### src/rtl/pipe_pkg.sv
// pipe_pkg: shared opcodes and write-back select encodings for the pipeline
package pipe_pkg;
  localparam logic [5:0] OP_LB  = 6'h20;
  localparam logic [5:0] OP_LH  = 6'h21;
  localparam logic [5:0] OP_LW  = 6'h23;
  localparam logic [5:0] OP_LBU = 6'h24;
  localparam logic [5:0] OP_LHU = 6'h25;
  typedef enum logic [1:0] {
    M2R_ALU  = 2'b00,
    M2R_MEM  = 2'b01,
    M2R_HL   = 2'b10,
    M2R_RSVD = 2'b11
  } m2r_e;
endpackage

### src/rtl/load_ext.sv
// load_ext: picks the addressed byte/halfword of a load word and extends it
module load_ext
  import pipe_pkg::*;
(
  input  logic [5:0]  op,
  input  logic [31:0] dout,
  input  logic [1:0]  addr,
  output logic [31:0] data
);
  logic [7:0]  b;
  logic [15:0] h;
  // lane select is little-endian; misaligned low bits are simply ignored
  always_comb begin
    b = addr[1] ? (addr[0] ? dout[31:24] : dout[23:16]) : (addr[0] ? dout[15:8] : dout[7:0]);
    h = addr[1] ? dout[31:16] : dout[15:0];
    data = op == OP_LB  ? {{24{b[7]}}, b} :
           op == OP_LBU ? {24'b0, b} :
           op == OP_LH  ? {{16{h[15]}}, h} :
           op == OP_LHU ? {16'b0, h} : dout;
  end
endmodule

### src/rtl/wb_stage.sv
// wb_stage: write-back data select, architectural HI/LO with bypass, commit counter
module wb_stage
  import pipe_pkg::*;
#(
  parameter int W_CNT = 32
) (
  input  logic             clk,
  input  logic             rst_n,
  input  logic [31:0]      wr_dout,
  input  logic [31:0]      wr_result,
  input  logic [31:0]      wr_HL,
  input  logic [31:0]      wr_busA_mux2,
  input  logic [63:0]      wr_mult,
  input  logic [4:0]       wr_rw,
  input  logic             wr_regWr,
  input  logic             wr_multWr,
  input  logic             wr_Highin,
  input  logic             wr_Lowin,
  input  logic [1:0]       wr_memtoreg,
  input  logic [5:0]       wr_op,
  output logic             rf_we,
  output logic [4:0]       rf_waddr,
  output logic [31:0]      rf_wdata,
  output logic [31:0]      hi_q,
  output logic [31:0]      lo_q,
  output logic [31:0]      hi_fwd,
  output logic [31:0]      lo_fwd,
  output logic [W_CNT-1:0] commit_cnt
);
  logic [31:0] ld_data;
  logic        commit;
  m2r_e        sel;

  load_ext u_load_ext (
    .op  (wr_op),
    .dout(wr_dout),
    .addr(wr_result[1:0]),
    .data(ld_data)
  );

  // register-file write port and HI/LO next-state; a product write outranks mthi/mtlo
  always_comb begin
    sel      = m2r_e'(wr_memtoreg);
    rf_we    = wr_regWr & (wr_rw != 5'd0);
    rf_waddr = wr_rw;
    rf_wdata = sel == M2R_ALU ? wr_result :
               sel == M2R_MEM ? ld_data :
               sel == M2R_HL  ? wr_HL : 32'd0;
    hi_fwd   = wr_multWr ? wr_mult[63:32] : wr_Highin ? wr_busA_mux2 : hi_q;
    lo_fwd   = wr_multWr ? wr_mult[31:0]  : wr_Lowin  ? wr_busA_mux2 : lo_q;
    commit   = rf_we | wr_multWr | wr_Highin | wr_Lowin;
  end

  // architectural HI/LO and the wrapping commit counter
  always_ff @(posedge clk or negedge rst_n) begin
    if (!rst_n) begin
      hi_q       <= '0;
      lo_q       <= '0;
      commit_cnt <= '0;
    end else begin
      hi_q       <= hi_fwd;
      lo_q       <= lo_fwd;
      commit_cnt <= commit_cnt + W_CNT'(commit);
    end
  end
endmodule

### config.mk
export PLATFORM = sky130hd
export DESIGN_NAME = wb_stage
export DESIGN_NICKNAME = d
export VERILOG_FILES = /design/src/rtl/pipe_pkg.sv /design/src/rtl/load_ext.sv /design/src/rtl/wb_stage.sv
export SDC_FILE = /design/constraint.sdc
export NUM_CORES = 1
export LEC_CHECK = 0
export ABC_AREA = 1
export BUFFER_PORTS_ARGS = -buffer_cell sky130_fd_sc_hd__buf_2
export CAP_MARGIN = 20
export CORE_AREA = 2 2 157 159
export CTS_CLUSTER_DIAMETER = 60
export CTS_CLUSTER_SIZE = 8
export DETAILED_ROUTE_END_ITERATION = 10
export DIE_AREA = 0 0 159 161
export PLACE_DENSITY = 0.66
export SLEW_MARGIN = 20
export SYNTH_ARGS = -nofsm -noshare
export SYNTH_HDL_FRONTEND = slang
export SYNTH_HIERARCHICAL = 1
export SYNTH_SLANG_ARGS = --single-unit
### constraint.sdc
create_clock -name clk -period 1.4 [get_ports clk]
set_input_delay 0.21 -clock clk [delete_from_list [all_inputs] [get_ports clk]]
set_output_delay 0.21 -clock clk [all_outputs]
set_load 0.005 [all_outputs]
==> results of run 1 <==
Yosys cell counts (3+ instances only):
library cell,number
nand3b_1,8
nor2_4,11
nor2_1,34
buf_2,24
o21ai_1,3
clkbuf_1,19
a21oi_1,15
nand3_1,73
nand2_4,3
xor2_1,10
o21ai_0,157
buf_4,10
inv_1,93
xnor2_1,4
nand2_2,7
dfrtp_1,96
nand2_1,406
nor2_2,5
power by group:
group	total (mW)	internal, mW	switching, mW
combinational	2.80	1.35	1.45
sequential	3.31	3.06	0.255
clock	2.56	1.27	1.29
total	8.67	5.67	2.99
metal layers:
metal	GRT usage (%)	part of all wire (%)	up-vias
li1	-	-	4084
met1	24.0	39	3823
met2	39.3	51	369
met3	4.75	7.1	52
met4	7.48	3.0	0
met5	0	0	-
metrics by stage:
step | hold WS (ns) | TNS, ns
finish | 0.0795 | -6.01
global route | 0.0934 | -9.38
CTS | 0.0750 | -6.12
detailed placement | 0.147 | -15.53
global placement | 0.148 | -15.04
floorplan | -0.0856 | -1.32
registers in the layout, indices dropped and copies added (netlist names):
register / count
lo_q: 32
commit_cnt: 32
hi_q: 32
path summary, 6_finish.rpt:
check | startpoint | end | cells past startpoint
setup / recovery | wr_op[3] | rf_wdata[4] | 12
hold / removal | wr_mult[4] | lo_q[4]$_DFF_PN0_ | 3
setup reg to reg | commit_cnt[0]$_DFF_PN0_ | commit_cnt[18]$_DFF_PN0_ | 9
hold reg to reg | commit_cnt[31]$_DFF_PN0_ | commit_cnt[31]$_DFF_PN0_ | 2
max in group asynchronous | rst_n | commit_cnt[25]$_DFF_PN0_ | 3
min in group asynchronous | rst_n | lo_q[17]$_DFF_PN0_ | 2
what timing repair did:
action	in CTS	in global routing
pin swaps	33	79
gates cloned	2	3
buffers inserted	6	11
hold buffers	1	0
setup endpoints to repair	77	107
endpoints found under the hold margin	19	0
resized for setup	107	171
worst register-to-register path, stage by stage (launching register included):
cell and delay, ns:
dfrtp_1 0.39, ha_4 0.18, ha_4 0.14, nand2_4 0.05, nor2_4 0.17, nand2_4 0.10
nor2_4 0.14, nand2_1 0.08, nand2_1 0.06, nand2_1 0.05
cell type report:
class,count,area share [%]
diodes,2,0.0478
clock buffers,9,2.15
clock inverters,7,0.693
inverters,94,3.48
multi-input cells,748,36.9
flip-flops and latches,96,22.9
well taps,324,3.87
repair buffers,508,29.9
repair inverters,1,0.0717
cells by family (layout without fill, tap and decap cells):
logic type,count (synthesis),in the layout,share of synthesized area (%)
fa+ha+maj,2,2,0.387
xor+xnor,15,15,2.15
simple gates,553,554,36.6
buf+inv,150,619,9.91
other cells,0,2,0
flops,96,96,37.2
compound gates,177,177,13.8
==> impl_metrics.py, run 1 <==
metrics = {
    "detailed_routing": {
        "finalWirelength_um": 28500,
        "avgViaCountPerCell": 4.66,
        "num_vias": 8328,
        "wl_per_cell_um": 15.9,
        "drc": 0,
        "firstDrtPassIters": 5,
        "ant_nets": 0,
        "drtIter0Drc": 378,
    },
    "worst_setup_path": {
        "critical_path_buf_inv_count": 4,
        "crit_type": "input port to output pin",
        "startpoint_type": "input port",
        "crit_required_ns": 1.19,
        "crit_chain": "buf_8 > nor2_4 > inv_2 > nor2_4 > nand2_4 > buf_6 > nand2_2 > nand3_2 > nand2_1 > nand2_1 > nand3_1 > buf_2",
        "path_delay_family": "simple AND/OR/NAND/NOR gates",
        "cp.arrival_ns": 1.44,
        "rrSetupSlack_ns": -0.06,
        "cp-end-kind": "output pin",
        "cpMaxStageDelayCell": "nor2_4",
        "critPathMaxFanout": 5,
        "critPathMaxStageDelay_ns": 0.20,
    },
    "timing": {
        "worst_pin_slew_ns": 0.383,
        "slew_viol_final": 0,
        "fin_crit_sh_pct": 118,
        "setup_ws_ns": -0.247,
        "skew_ns": 0.0103,
        "period_needed_ns": 1.65,
        "relSlewSlack_pct": 74.5,
        "hold_viol": 0,
        "finalSetupViolCount": 41,
        "max_freq_mhz": 607,
        "rsz0062_at_grt": "true",
    },
    "synthesis": {
        "synthesis.area_mm2": 0.00646,
        "ys_seq_elements": 96,
        "synth_ff_type": "dfrtp_1",
        "synth_area_leaders": "dfrtp_1 37%, nand2_1 24%, o21ai_0 12%",
        "ys_seq_area_share_pct": 37.2,
        "synthArstFlopShare_pct": 100,
        "ys_warn_count": 6,
        "synth_nets": 1206,
        "yosys.area.top_type": "dfrtp_1",
        "synth-edff-count": 0,
        "synth_cells": 993,
        "avgSynthCellArea_um2": 6.51,
        "synth_cell_types": 28,
        "synth_top_area_share_pct": 37.2,
    },
    "cells_and_area": {
        "nFillCells": 2517,
        "final_common_cell": "buf_2",
        "fin_nets": 1671,
        "final_area_mm2": 0.0105,
        "multi_input_area_mm2": 0.00386,
        "final_core_util_pct": 43.7,
        "ff_latch_area_mm2": 0.00240,
        "area_delta_synth_final_pct": 62.0,
        "layout-drive-gt1-share_pct": 45.6,
        "stdcell_count": 1789,
        "final_cell_mix": "399 x buf_2, 368 x nand2_1, 97 x o21ai_1",
    },
    "cts": {
        "numCtsBuffers": 9,
        "root_buffer": "clkbuf_16",
        "clockBufferDepth": 2,
        "clk_latency_ns": 0.36,
        "cts_tree": "built",
        "cts_sinks": 96,
        "cts.clk_slew.worst_paths_ns": 0.08,
        "htreeDepth": 3,
    },
    "die": {
        "core_area_mm2": 0.0240,
        "start_util_pct": 27.0,
        "die_h_um": 161,
        "fp-row-count": 57,
        "dieWidth_um": 159,
        "dieArea_mm2": 0.0256,
        "ioPinCount": 409,
    },
    "grt": {
        "grt_pass1_vias": 7981,
        "grt_start_max_net_pins": 55,
        "grt_pass1_wl_um": 43000,
        "gr-total-overflow": 0,
        "track_usage_pct": 21.2,
        "antenna_found_initial": 4,
    },
    "run": {
        "drv_cap": 0,
    },
    "placed_design": {
        "dpl_worst_slack_ns": -0.348,
        "gp_congestion": 0.947,
        "dp_hpwl_um": 22900,
        "port-buffer-count": 408,
        "dp_cells": 1751,
        "placed_area_mm2": 0.00943,
    },
    "hold_path": {
        "hold_path.class": "input port to flop",
    },
    "power": {
        "power_leakage_nw": 5.83,
        "vdd_drop_max_mv": 0.775,
        "power_density_mw_per_mm2": 828,
        "p_total_mw": 8.67,
    },
    "run_status": {
        "status": "finished with violations",
        "violations": "negative setup slack",
    },
}
(Power assumes the default switching activity.)
==> run 2, diff against run 1 <==
--- a/constraint.sdc
+++ b/constraint.sdc
@@ -3,2 +3,2 @@
 set_output_delay 0.21 -clock clk [all_outputs]
-set_load 0.005 [all_outputs]
+set_load 0.1 [all_outputs]
==> run 2 against run 1 <==
Compared with the run above: the run still ends with negative setup slack left; worst setup slack lost 0.11 ns; worst hold slack gained 0.038 ns; largest cell class is now non-clock buffers; routed wire length increased by 14%; flip-flop and latch count unchanged; clock skew rose by 0.00073 ns; non-clock buffer count grew 19; sequential share of layout area decreased by 5.1 points; final cell count up 1.2%; die area did not move; critical path depth is the same.
==> impl_metrics.py, run 2 (synthesis results as in run 1) <==
metrics = {
    "cells_and_area": {
        "largest_registers": "commit_cnt x32, hi_q x32, lo_q x32",
        "final_core_util_pct": 63.6,
        "final_common_cell": "nand2_1",
        "layout-drive-gt1-share_pct": 63.7,
        "final_cell_mix": "327 x nand2_1, 208 x buf_2, 157 x buf_12",
        "area_delta_synth_final_pct": 136,
        "stdcell_count": 1810,
        "final_area_mm2": 0.0152,
        "multi_input_area_mm2": 0.00569,
        "ff_latch_area_mm2": 0.00272,
        "fin_nets": 1689,
        "nFillCells": 1899,
    },
    "run_status": {
        "violations": "negative setup slack",
        "status": "finished with violations",
    },
    "worst_setup_path": {
        "startpoint_type": "input port",
        "rrSetupSlack_ns": -0.11,
        "cp.arrival_ns": 1.54,
        "path_delay_family": "simple AND/OR/NAND/NOR gates",
        "timing.rr.end": "commit_cnt[26]$_DFF_PN0_",
        "critPathMaxFanout": 8,
        "critPathMaxStageDelay_ns": 0.18,
        "reg2reg_depth": 9,
        "cpMaxStageDelayCell": "nor2_4",
        "crit_type": "input port to output pin",
        "cp-end-kind": "output pin",
        "critical_path_buf_inv_count": 4,
        "crit_required_ns": 1.19,
        "crit_chain": "buf_2 > inv_1 > nand3_2 > nor2_4 > buf_6 > nand2_8 > nand2_4 > nand3_2 > nand2_2 > nand2_2 > nand3_4 > buf_12",
        "r2r_start": "commit_cnt[0]$_DFF_PN0_",
    },
    "timing": {
        "hold_viol": 0,
        "relSlewSlack_pct": 67.7,
        "worst_pin_slew_ns": 0.488,
        "fin_crit_sh_pct": 125,
        "max_freq_mhz": 570,
        "skew_ns": 0.0110,
        "slew_viol_final": 0,
        "finalSetupViolCount": 107,
        "period_needed_ns": 1.75,
        "setup_ws_ns": -0.353,
        "rsz0062_at_grt": "true",
    },
    "die": {
        "core_area_mm2": 0.0240,
        "dieArea_mm2": 0.0256,
        "dieWidth_um": 159,
        "die_h_um": 161,
        "start_util_pct": 27.0,
        "fp-row-count": 57,
        "ioPinCount": 409,
    },
    "detailed_routing": {
        "finalWirelength_um": 32400,
        "drc": 0,
        "drtIter0Drc": 445,
        "ant_nets": 0,
        "num_vias": 8655,
        "avgViaCountPerCell": 4.78,
        "firstDrtPassIters": 4,
        "wl_per_cell_um": 17.9,
    },
    "placed_design": {
        "placed_area_mm2": 0.0137,
        "dp_hpwl_um": 23900,
        "port-buffer-count": 408,
        "gp_congestion": 0.909,
        "dp_cells": 1729,
    },
    "power": {
        "power_leakage_nw": 7.06,
        "power_density_mw_per_mm2": 1040,
        "vdd_drop_max_mv": 2.53,
    },
    "hold_path": {
        "hold-path-cell-count": 3,
        "min_to": "hi_q[13]$_DFF_PN0_",
        "hold_path.class": "input port to flop",
        "worstHoldStart": "wr_mult[45]",
    },
    "cts": {
        "cts_tree": "built",
        "numCtsBuffers": 9,
        "clk_latency_ns": 0.35,
        "root_buffer": "clkbuf_16",
        "cts.clk_slew.worst_paths_ns": 0.09,
        "htreeDepth": 3,
        "clockBufferDepth": 2,
        "cts_sinks": 96,
    },
    "grt": {
        "grt_pass1_vias": 8887,
        "gr-total-overflow": 0,
        "grt_start_max_net_pins": 54,
        "grt_pass1_wl_um": 50200,
        "track_usage_pct": 24.6,
        "antenna_found_initial": 7,
    },
    "run": {
        "drv_cap": 0,
    },
}
[run 2: how the worst max path moves through the flow]
stage	start	end	slack (ns)	cells past startpoint
3_5_place_dp	wr_op[3]	rf_wdata[2]	-0.31	11
5_1_grt	wr_op[4]	rf_wdata[5]	-0.41	12
4_1_cts	wr_op[1]	rf_wdata[5]	-0.29	12
3_3_place_gp	wr_op[3]	rf_wdata[31]	-0.31	9
6_report	wr_op[4]	rf_wdata[4]	-0.35	12
2_1_floorplan	commit_cnt[0]$_DFF_PN0_	commit_cnt[22]$_DFF_PN0_	-0.28	9
[run 2: report_power, final]
group / switching (mW) / leakage [nW] / internal, mW
registers: 0.389 / 1.08 / 3.24
clock network: 1.28 / 0.158 / 1.49
logic: 6.18 / 5.82 / 3.22
total: 7.85 / 7.06 / 7.94
[run 2: metal layers]
metal | GRT usage, % | routed length (um)
met1 | 28.8 | 12200
met2 | 43.7 | 16800
met3 | 5.42 | 2200
met4 | 9.75 | 1170
met5 | 0 | 13
[run 2: worst register-to-register path: stages, from the launching register on]
cell	delay [ns]
dfrtp_4	0.43
ha_4	0.15
ha_4	0.14
nand2_4	0.05
nor2_4	0.16
nand2_4	0.11
nor2_4	0.19
nand2_1	0.07
nand2_1	0.06
nand2_1	0.06
[run 2: through the flow]
| step | power [mW] | worst slack (ns) | hold slack (ns) | TNS, ns |
|---|---|---|---|---|
| 3_5_place_dp | 12.5 | -0.311 | 0.0493 | -23.63 |
| 6_report | 15.8 | -0.353 | 0.117 | -14.42 |
| 4_1_cts | 15.7 | -0.294 | 0.104 | -14.01 |
| 5_1_grt | 16.3 | -0.412 | 0.108 | -20.90 |
| 2_1_floorplan | 9.56 | -0.280 | -0.0856 | -14.58 |
| 3_3_place_gp | 12.4 | -0.309 | 0.0463 | -22.69 |
[run 2: layout make-up]
type                       instances  area share, %
timing repair buffer             527           37.6
sequential                        96           17.9
tap                              324           2.66
multi-input combinational        748           37.4
clock buffer                      10           1.57
antenna                            5         0.0821
inverter                          94           2.36
clock inverter                     6          0.517
[run 2: repair_timing]
item,4_1_cts,5_1_grt
endpoints found under the setup margin,162,128
gates cloned,8,3
setup buffers,37,13
endpoints found under the hold margin,96,0
resized for setup,111,76
pin swaps,41,39
hold buffers,1,0
